[src/rtl/demux_deser_4ch.sv]
// demux_deser_4ch: samples a 1-to-4 demux (a/b/c/d + sel) and rebuilds W-bit
// words per channel, MSB first. Completed words leave one at a time on a
// valid/ready port tagged with their channel. Round-robin picks among full
// channels. A sticky err flags any non-selected line seen high.

// Per-channel deserializer: shift register, bit counter, full flag.
module demux_deser_4ch_lane #(
  parameter int W = 8
) (
  input  logic         clk,
  input  logic         rst,
  input  logic         shift,
  input  logic         din,
  input  logic         clr,
  output logic [W-1:0] sr,
  output logic         full
);
  localparam int CW = $clog2(W + 1);

  logic [CW-1:0] cnt;

  // Shift in accepted bits; the W-th bit freezes the word until it is granted.
  // shift is only ever asserted while !full and clr only while full, so the
  // two never collide on one lane.
  always_ff @(posedge clk) begin
    if (rst) begin
      sr   <= '0;
      cnt  <= '0;
      full <= 1'b0;
    end else if (shift) begin
      sr <= {sr[W-2:0], din};
      if (cnt == CW'(W - 1)) begin
        full <= 1'b1;
        cnt  <= '0;
      end else begin
        cnt <= cnt + 1'b1;
      end
    end else if (clr) begin
      full <= 1'b0;
    end
  end
endmodule

module demux_deser_4ch #(
  parameter int W = 8
) (
  input  logic         clk,
  input  logic         rst,
  input  logic         in_valid,
  input  logic [1:0]   sel,
  input  logic         a,
  input  logic         b,
  input  logic         c,
  input  logic         d,
  output logic         in_ready,
  output logic         out_valid,
  input  logic         out_ready,
  output logic [1:0]   out_ch,
  output logic [W-1:0] out_data,
  output logic         err
);
  localparam int NCH = 4;

  logic [NCH-1:0]        lines;
  logic [NCH-1:0]        sel_oh;
  logic [NCH-1:0]        full;
  logic [NCH-1:0]        shift;
  logic [NCH-1:0]        clr;
  logic [NCH-1:0][W-1:0] sr;
  logic                  acc;
  logic                  din;
  logic                  load;
  logic                  gnt_any;
  logic [1:0]            gnt_ch;
  logic [1:0]            idx;
  logic [1:0]            rr_ptr;

  assign lines    = {d, c, b, a};
  assign sel_oh   = NCH'(1) << sel;
  assign in_ready = !full[sel];
  assign acc      = in_valid && in_ready;
  assign din      = lines[sel];
  assign shift    = acc ? sel_oh : '0;

  // Output register is free when empty or being drained this cycle.
  assign load = (!out_valid || out_ready) && gnt_any;
  assign clr  = load ? (NCH'(1) << gnt_ch) : '0;

  for (genvar g = 0; g < NCH; g++) begin : g_lane
    demux_deser_4ch_lane #(.W(W)) u_lane (
      .clk   (clk),
      .rst   (rst),
      .shift (shift[g]),
      .din   (din),
      .clr   (clr[g]),
      .sr    (sr[g]),
      .full  (full[g])
    );
  end

  // Round-robin scan: first full channel at rr_ptr, rr_ptr+1, ... (mod 4).
  // Iterating farthest-first lets the nearest hit overwrite the result.
  always_comb begin
    gnt_any = 1'b0;
    gnt_ch  = rr_ptr;
    idx     = '0;
    for (int i = NCH - 1; i >= 0; i--) begin
      idx = rr_ptr + 2'(i);
      if (full[idx]) begin
        gnt_any = 1'b1;
        gnt_ch  = idx;
      end
    end
  end

  // Output register: load a granted word, or drop valid once drained.
  always_ff @(posedge clk) begin
    if (rst) begin
      out_valid <= 1'b0;
      out_ch    <= '0;
      out_data  <= '0;
      rr_ptr    <= '0;
    end else if (load) begin
      out_valid <= 1'b1;
      out_ch    <= gnt_ch;
      out_data  <= sr[gnt_ch];
      rr_ptr    <= gnt_ch + 2'd1;
    end else if (out_valid && out_ready) begin
      out_valid <= 1'b0;
    end
  end

  // Sticky line check: any non-selected line high while in_valid.
  always_ff @(posedge clk) begin
    if (rst)
      err <= 1'b0;
    else if (in_valid && |(lines & ~sel_oh))
      err <= 1'b1;
  end
endmodule

[config.mk]
export PLATFORM = sky130hd
export DESIGN_NAME = demux_deser_4ch
export DESIGN_NICKNAME = d
export VERILOG_FILES = /design/src/rtl/demux_deser_4ch.sv
export SDC_FILE = /design/constraint.sdc
export NUM_CORES = 1
export LEC_CHECK = 0
export CORE_ASPECT_RATIO = 1.2
export CORE_MARGIN = 4
export CORE_UTILIZATION = 35
export DETAILED_ROUTE_END_ITERATION = 7
export GPL_TIMING_DRIVEN = 0
export RECOVER_POWER = 25
export SYNTH_ARGS = -nofsm -noshare
export SYNTH_HDL_FRONTEND = slang
export SYNTH_SLANG_ARGS = --single-unit
[constraint.sdc]
create_clock -name clk -period 1.62 [get_ports clk]
set_clock_uncertainty 0.15 [all_clocks]
set_input_delay 0.243 -clock clk [delete_from_list [all_inputs] [get_ports clk]]
set_output_delay 0.243 -clock clk [all_outputs]
set_load 0.05 [all_outputs]
## Word-level counts from Yosys, hierarchy flattened

Index checks and enable logic that the tools add are counted.

| word-level totals | value |
|---|---|
| input bits | 10 |
| flip-flop bits (word level) | 66 |
| logic and storage cells | 102 |

| cells by class | value |
|---|---|
| bitwise operators | 2 |
| reduce and logical (&&, ||, !) cells | 17 |
| eq/ne operators | 8 |
| magnitude comparators | 6 |
| shifts and indexed selects | 2 |
| add/subtract/negate cells | 8 |
| muxes and demuxes | 42 |

Operators with widths:

| operator | number |
|---|---|
| 1-bit 2-to-1 mux | 24 |
| 4-bit 2-to-1 mux | 6 |
| 2-bit by 3-bit < comparator with 1-bit output (second input constant) | 6 |
| 4-bit by 1-bit adder with 4-bit output (second input constant) | 4 |
| 8-bit binary-select mux with 2-bit select | 1 |
| 4-bit by 3-bit equality test with 1-bit output (second input constant) | 4 |
| 1-bit binary-select mux with 2-bit select | 6 |
| 2-bit nonzero test | 5 |
| 2-bit 2-to-1 mux | 4 |
| 8-bit 2-to-1 mux | 1 |
| 2-bit by 1-bit inequality test with 1-bit output (second input constant) | 4 |
| 2-bit AND reduction | 4 |
| 1-bit by 2-bit << shifter with 4-bit output (first input constant) | 2 |
| 2-bit by 1-bit adder with 2-bit output (second input constant) | 2 |
| 2-bit adder (second input constant) | 2 |
| 4-bit AND | 1 |
| 1-bit logical AND | 4 |
| 4-bit NOT | 1 |
| 4-bit OR reduction | 1 |
| 1-bit zero test | 2 |
| 1-bit logical OR | 1 |

## Logic depth before layout (Yosys ltp)

Gate-level depths: netlist of the first run.

| depth | value |
|---|---|
| depth in word-level cells | 11 |
| gate-level depth with buffers | 6 |

## Cells and area by module

Synthesis of the first run repeated with hierarchy kept, for this count alone.

| unflattened totals | value |
|---|---|
| cell total of the unflattened synthesis | 310 |
| area total of the unflattened synthesis | 3294.4 um2 |

By module, submodules not included:

| module | area an instance (um2) | instances | cells an instance |
|---|---|---|---|
| demux_deser_4ch_lane | 563.0 | 4 | 50 |
| demux_deser_4ch | 1042.2 | 1 | 110 |

## Least setup slack after synthesis of the first run

No wires, ideal clock.

| timing | value |
|---|---|
| path type | input -> output |
| from | in sel[0] |
| to | out in_ready |
| arrival time | 1845 ps |
| required time | 1227 ps |
| path buffers | 1 |
| stages | 3 |
| setup slack | -618 ps |
| cells stage by stage | buf_2 mux2_2 o21ai_0 |

| on the way | value |
|---|---|
| longest elaborated chain between the ends | 3 |

RTL lines:

| item | RTL line | text |
|---|---|---|
| from (decl) | 50 | `input logic [1:0] sel,` |
| 1-bit binary-select mux with 2-bit select | 80 | `assign in_ready = !full[sel];` |
| 1-bit 2-to-1 mux (implied by the code) | 80 |  |
| 1-bit zero test | 80 |  |
| to (decl) | 55 | `output logic in_ready,` |

No other way between the ends. The select of a mux whose other input is x is not followed.

## Final worst setup path of the first run

| timing | value |
|---|---|
| from | reg g_lane[2].u_lane.full |
| to | reg out_data[2] |

| on the way | value |
|---|---|
| longest elaborated chain between the ends | 8 |
| elaborated cells between the ends (all ways) | 19 |

RTL lines:

| item | RTL line | text |
|---|---|---|
| from (decl) | 16 | `output logic full` |
| from (signal assigned) | 29 | `full <= 1'b0;` |
| from (signal assigned) | 33 | `full <= 1'b1;` |
| from (signal assigned) | 39 | `full <= 1'b0;` |
| 1-bit binary-select mux with 2-bit select | 109 | `if (full[idx]) begin` |
| 1-bit 2-to-1 mux (implied by the code) | 109 |  |
| 2-bit 2-to-1 mux (4 in a row) | 109 |  |
| 8-bit binary-select mux with 2-bit select | 126 | `out_data <= sr[gnt_ch];` |
| 8-bit 2-to-1 mux (implied by the code) | 126 |  |
| to (signal assigned) | 126 |  |
| to (decl) | 59 | `output logic [W-1:0] out_data,` |

Several ways; a longest one is shown, not always the timed one. The select of a mux whose other input is x is not followed.
A chain may end at the register's enable or synchronous reset.

==> summary.txt, run 1 <==
Critical path
  – CP max stage delay: around 360 ps
  – Nature of the critical path endpoint: register
  – Top delay family on crit path: compound AO/OA/AOI/OAI gates
  – Cell Chain, Critical Path: buf_4, a21oi_2, o221a_4, buf_12, mux2i_4, o221ai_2
  – Worst-path fanout max: 6
  – CP Buf/Inv Count: 2
  – CP startpoint kind: register
  – CP arrival: approximately 1900 ps
  – Reg2reg setup slack: -170 ps
  – Slowest CP cell: dfxtp_4
  – Crit path kind: reg -> reg
  – Required @ worst endpoint: 1690 ps

Detailed routing
  – DR iter-0 viols: 122
  – Number of remaining DRC errors: 0
  – Drt total wl: 7.57 mm
  – DR WL/cell: roughly 15 um
  – Drt pass-1 iters: 4
  – Antenna Violating Nets Remaining: 0
  – Via count: 2602
  – Vias per cell: 5.31

Synthesis
  – Asr flop ratio synth: 0
  – Unique masters post-synth: 43
  – Flops & latches, synth: 66
  – Mapped Cells: 344
  – Leading area contributor after synthesis: dfxtp_1
  – Syn Area/Cell: ~8.5 um^2
  – Total nets after synthesis: 358
  – Post-synth EDFFs: 0
  – Sequential-to-total area share from yosys stat: 0.453
  – Main synth FF type: dfxtp_1
  – Synth top area share: 0.453
  – Mapped cell area: 2920 um^2
  – Yosys warns: 0
  – Largest cells by area after synthesis: dfxtp_1, nand2_1, a21oi_1

Floorplanning
  – IO Pins: 23
  – FP Rows: 36
  – Initial core utilization: 0.360
  – Die Ht: 108 um
  – Core area: just over 8000 um^2
  – Die area: 9860 um^2
  – Die width: roughly 91 um

Global route
  – GRT Resource Usage Total: 0.165
  – Remaining global-route overflow: 0
  – Initial antenna violation count: 0
  – Largest net degree at the start of global routing: 11
  – Vias in the first global route: ~2700
  – First-pass GRT wire length: 12.7 mm

Outcome
  – Status: finished with violations
  – Failing checks: negative setup slack

Clock network
  – Clk root buf: clkbuf_8
  – CTS Buf Count: 9
  – H-tree depth: 3
  – CTS Hold Buffers Added: 0
  – Worst-skew pair later-pin latency: around 340 ps
  – CTS max path bufs: 2
  – TritonCTS clock tree: built
  – Clk slew on worst S/H paths: 70 ps
  – Clock sinks: 66

Final layout
  – Synth-to-layout area growth: 33.6%
  – Most frequent cells in the layout: nand2_1, dfxtp_1, a21oi_1
  – Final instance area: 3890 um^2
  – Commonest non-fill, non-tap cell in the layout: nand2_1
  – N_diodes: 0
  – Nets: ~410
  – Layout cells sized above 1: 0.271
  – FILL cells: 780
  – Multi-input gate area: between 1500 and 2000 um^2
  – Finished Layout Cells: 490
  – Register area: 1340 um^2

Timing
  – Final setup vio count: 16
  – Max-slew headroom: 0.608
  – Max Fclk: 560 MHz
  – Final period util: 1.10
  – RSZ-0062 raised after global routing: yes
  – Worst-Margin Slew: 589 ps
  – Max Slew Vio Count: 0
  – Hold WS: 118 ps
  – Post-layout worst setup margin: -166 ps
  – Hold Violations, Final: 0
  – Tmin final: 1790 ps

Power and ir drop
  – Cell internal pwr: 2.44 mW
  – Flop pwr share: 0.516
  – Net Sw Power: 0.731 mW
  – Leak pwr: 1.30 nW
  – Power share of the combinational group: 0.060
  – Switching Fraction: 0.230
  – Clock network power share: 0.424
  – Worst vdd ir: 0.000361 V
  – Cell area power density: 815 nW/um^2

Placed design
  – Placer Congestion: 0.828
  – Port bufs: 20
  – HPWL Detailed: 4.93 mm
  – Placed inst area: ~3200 um^2
  – Inst Count DP: approximately 460

Hold path
  – Worst min-delay path class: in -> reg

Run
  – Max-Cap Viols: 0
==> through the flow <==
| stage | utilization | TNS [ps] | setup WS, ps | total power, mW |
|---|---|---|---|---|
| 2_1_floorplan | - | 0 | 6.31 | 1.79 |
| 3_3_place_gp | 0.400 | -27810 | -945 | 1.86 |
| 3_5_place_dp | 0.400 | -28850 | -966 | 1.86 |
| 4_1_cts | 0.475 | -1630 | -179 | 3.21 |
| 5_1_grt | 0.480 | -2930 | -235 | 3.30 |
| 6_report | 0.480 | -1590 | -166 | 3.18 |
==> worst min-delay path, cell delays in order <==
cell and delay (ps):
buf_2 160, o221ai_1 90, a21oi_1 70
==> path summary, 6_finish.rpt <==
path | startpoint | endpoint | cells after the start
worst max-delay path | g_lane[2].u_lane.full$_SDFFE_PP0P_ | out_data[2]$_SDFFE_PP0P_ | 6
worst min-delay path | in_valid | err$_SDFFE_PP0P_ | 3
worst max register to register | g_lane[2].u_lane.full$_SDFFE_PP0P_ | out_data[2]$_SDFFE_PP0P_ | 6
worst min register to register | err$_SDFFE_PP0P_ | err$_SDFFE_PP0P_ | 2
==> power by group through the flow <==
stage	Combinational, mW	Clock, mW	Sequential (mW)
after floorplan	0.103	0	1.69
after global placement	0.175	0	1.68
after detailed placement	0.176	0	1.68
after CTS	0.190	1.38	1.64
after global routing	0.210	1.45	1.64
final	0.190	1.35	1.64
==> registers in the layout, summed over array words and instances, names as in the netlist <==
signal,cells
out_ch,2
g_lane.u_lane.full,4
g_lane.u_lane.cnt,16
rr_ptr,2
out_valid,1
out_data,8
err,1
g_lane.u_lane.sr,32
==> cells in the mapped netlist (all sizes together), types with 5 or more instances <==
cell type and instances:
a211oi 5, a21oi 49, buf 9, clkbuf 13
dfxtp 66, inv 7, mux2i 17, nand2 88
nand3b 9, nor2 15, nor2b 7, o21ai 5
o221ai 9
==> kinds of logic after synthesis <==
| kind of cell | count (synthesis) | synth area share |
|---|---|---|
| and+or+nand+nor | 144 | 0.230 |
| AOI/OAI and AO/OA | 76 | 0.165 |
| DFF | 66 | 0.453 |
| buffers and inverters | 29 | 0.0464 |
| muxes | 19 | 0.0700 |
| xor gates and xnor gates | 6 | 0.0180 |
| adders and majority gates | 4 | 0.0172 |
==> layer usage <==
metal / up-vias / share of wire / GRT usage
met5: - / 0 / 0
met4: 0 / 0.019 / 0.0690
met3: 11 / 0.046 / 0.0411
met2: 49 / 0.51 / 0.286
met1: 1250 / 0.43 / 0.195
li1: 1292 / - / -
==> layout make-up <==
type                    instances  area share
clock buffers                  13      0.0382
multi-input cells             249       0.436
plain buffers                  21      0.0385
inverters                       7     0.00739
clock inverters                 2     0.00964
flip-flops and latches         66       0.345
repair buffers                 37      0.0951
well taps                      95      0.0305
==> repair_timing <==
action                                  4_1_cts  5_1_grt
setup buffers                                13        3
endpoints found under the setup margin       75       63
cloned                                        2        0
pin swaps                                     8        8
resized for setup                            92       30
No activity file was read; power rests on OpenSTA's default activity.
==> inputs of run 2 (changes only) <==
Settings changed: PLACE_DENSITY from default to 0.53.
==> run 2 against run 1 <==
  * The run still ends with negative setup slack left
  * Maximum frequency barely moved
  * Via count decreased by 1.7%
  * Worst hold slack got worse by 13 ps
  * Sequential power about the same
  * Sequential share of layout area increased by 0.64 points
  * Utilization decreased by 0.96 points
  * Count of clock-buffer cells in the layout fell by 4
  * Critical path type unchanged
  * Critical endpoint is now out_data[3]$_SDFFE_PP0P_
==> summary.txt, run 2 (synthesis results as in run 1) <==
Final layout
  – Final instance area: 3820 um^2
  – Largest regs: g_lane.u_lane.sr: 32 flops, g_lane.u_lane.cnt: 16 flops, out_data: 8 flops
  – FILL cells: 819
  – Biggest register: g_lane.u_lane.sr
  – Nets: 398
  – Synth-to-layout area growth: 30.9%
  – Finished Layout Cells: ~480
  – Most frequent cells in the layout: nand2_1, dfxtp_1, a21oi_1
  – N_diodes: 0
  – Max reg flops: 32
  – Layout cells sized above 1: 0.265
  – Commonest non-fill, non-tap cell in the layout: nand2_1

Detailed routing
  – Drt total wl: 7.61 mm
  – Drt pass-1 iters: 4
  – DR WL/cell: 15.8 um
  – DR iter-0 viols: 106
  – Number of remaining DRC errors: 0
  – Vias per cell: approximately 5.3
  – Via count: approximately 2600
  – Antenna Violating Nets Remaining: 0

Global route
  – Vias in the first global route: 2565
  – GRT Resource Usage Total: 0.167
  – First-pass GRT wire length: 12.8 mm
  – Initial antenna violation count: 0
  – Remaining global-route overflow: 0
  – Largest net degree at the start of global routing: 12

Timing
  – Post-layout worst setup margin: -167 ps
  – Hold Violations, Final: 0
  – RSZ-0062 raised after global routing: yes
  – Max Fclk: 560 MHz
  – Max Slew Vio Count: 0
  – Final period util: 1.10
  – Tmin final: roughly 1800 ps
  – Max-slew headroom: 0.578
  – Worst-Margin Slew: between 600 and 700 ps
  – Final setup vio count: 18

Critical path
  – CP startpoint kind: register
  – CP Buf/Inv Count: 1
  – Worst-path fanout max: 8
  – CP max stage delay: about 380 ps
  – Slowest CP cell: dfxtp_4
  – Cell Chain, Critical Path: nor2b_4, a21oi_2, o221a_4, buf_12, mux2i_4, o221ai_2
  – Crit path kind: reg -> reg
  – Top delay family on crit path: compound AO/OA/AOI/OAI gates
  – Required @ worst endpoint: 1690 ps
  – CP arrival: roughly 1900 ps
  – Nature of the critical path endpoint: register

Floorplanning
  – IO Pins: 23
  – Die area: about 10000 um^2
  – Die width: approximately 91 um
  – Core area: about 8100 um^2
  – Die Ht: 108 um
  – Initial core utilization: 0.360
  – FP Rows: 36

Clock network
  – Clk slew on worst S/H paths: roughly 80 ps
  – CTS Buf Count: 9
  – Worst-skew pair later-pin latency: 350 ps
  – CTS max path bufs: 2
  – TritonCTS clock tree: built
  – Clk root buf: clkbuf_8
  – CTS Hold Buffers Added: 0
  – Clock sinks: 66
  – H-tree depth: 3

Outcome
  – Status: finished with violations
  – Failing checks: negative setup slack

Placed design
  – Placed inst area: 3240 um^2
  – Port bufs: 20
  – Inst Count DP: 459
  – Placer Congestion: approximately 0.79
  – HPWL Detailed: 5.09 mm
  – Pre-CTS setup slack: -951 ps

Power and ir drop
  – Cell area power density: 788 nW/um^2
  – Worst vdd ir: 0.000406 V
  – Leak pwr: 1.26 nW
  – Total power draw: 3.01 mW

Hold path
  – Worst min-delay path class: in -> reg

Run
  – Max-Cap Viols: 0
==> run 2: changes by cell type in the layout (fill, tap and decap cells not counted), sizes merged <==
cell,before,now
buf,26,22
dlygate4sd2,2,1
dlygate4sd3,0,1
clkinvlp,1,2
clkinv,0,4
bufinv,1,0
clkdlybuf4s50,6,5
clkbuf,31,25
==> run 2: report_power, final <==
part | internal [mW] | switching, mW
sequential | 1.63 | 0.0118
clock | 0.534 | 0.639
combinational | 0.0723 | 0.121
total | 2.23 | 0.772
==> run 2: worst paths after layout <==
check,start,to,slack (ps),depth (start not counted)
setup / recovery,g_lane[0].u_lane.full$_SDFFE_PP0P_,out_data[3]$_SDFFE_PP0P_,-170,6
hold / removal,in_valid,err$_SDFFE_PP0P_,110,3
setup reg to reg,g_lane[0].u_lane.full$_SDFFE_PP0P_,out_data[3]$_SDFFE_PP0P_,-170,6
hold reg to reg,err$_SDFFE_PP0P_,err$_SDFFE_PP0P_,290,2
==> run 2: tightest hold or removal path: cells and delay by family <==
kind | cells | cell delay, ps
buf+inv | 1 | 160
compound gates | 2 | 160
==> run 2: layer usage <==
layer / global-route usage / vias to the layer above / wire, um
met1: 0.200 / 1212 / 3370
met3: 0.0376 / 16 / 296
met5: 0 / - / 0
li1: - / 1277 / -
met2: 0.288 / 54 / 3780
met4: 0.0722 / 0 / 165
==> run 2: timing repair <==
| item | 4_1_cts | 5_1_grt |
|---|---|---|
| setup endpoints to repair | 74 | 68 |
| pin swaps | 11 | 7 |
| buffers inserted | 8 | 1 |
| cloned | 1 | 0 |
| resized for setup | 86 | 41 |
==> run 2: final cells by class <==
| type | instances | area [um^2] | area share |
|---|---|---|---|
| multi-input cells | 249 | 1740 | 0.455 |
| inverters | 7 | 28.8 | 0.00754 |
| clock buffers | 9 | 124 | 0.0324 |
| plain buffers | 21 | 150 | 0.0393 |
| repair buffers | 30 | 285 | 0.0747 |
| well taps | 95 | 119 | 0.0311 |
| flip-flops and latches | 66 | 1340 | 0.351 |
| clock inverters | 6 | 35.0 | 0.00918 |
==> run 2: metrics by stage <==
step | hold WS [ps] | setup TNS, ps | util
final | 105 | -1870 | 0.471
after global routing | 132 | -4030 | 0.471
after CTS | 78.9 | -1840 | 0.461
after detailed placement | 287 | -29170 | 0.400
after global placement | 285 | -28830 | 0.400
after floorplan | 273 | 0 | -
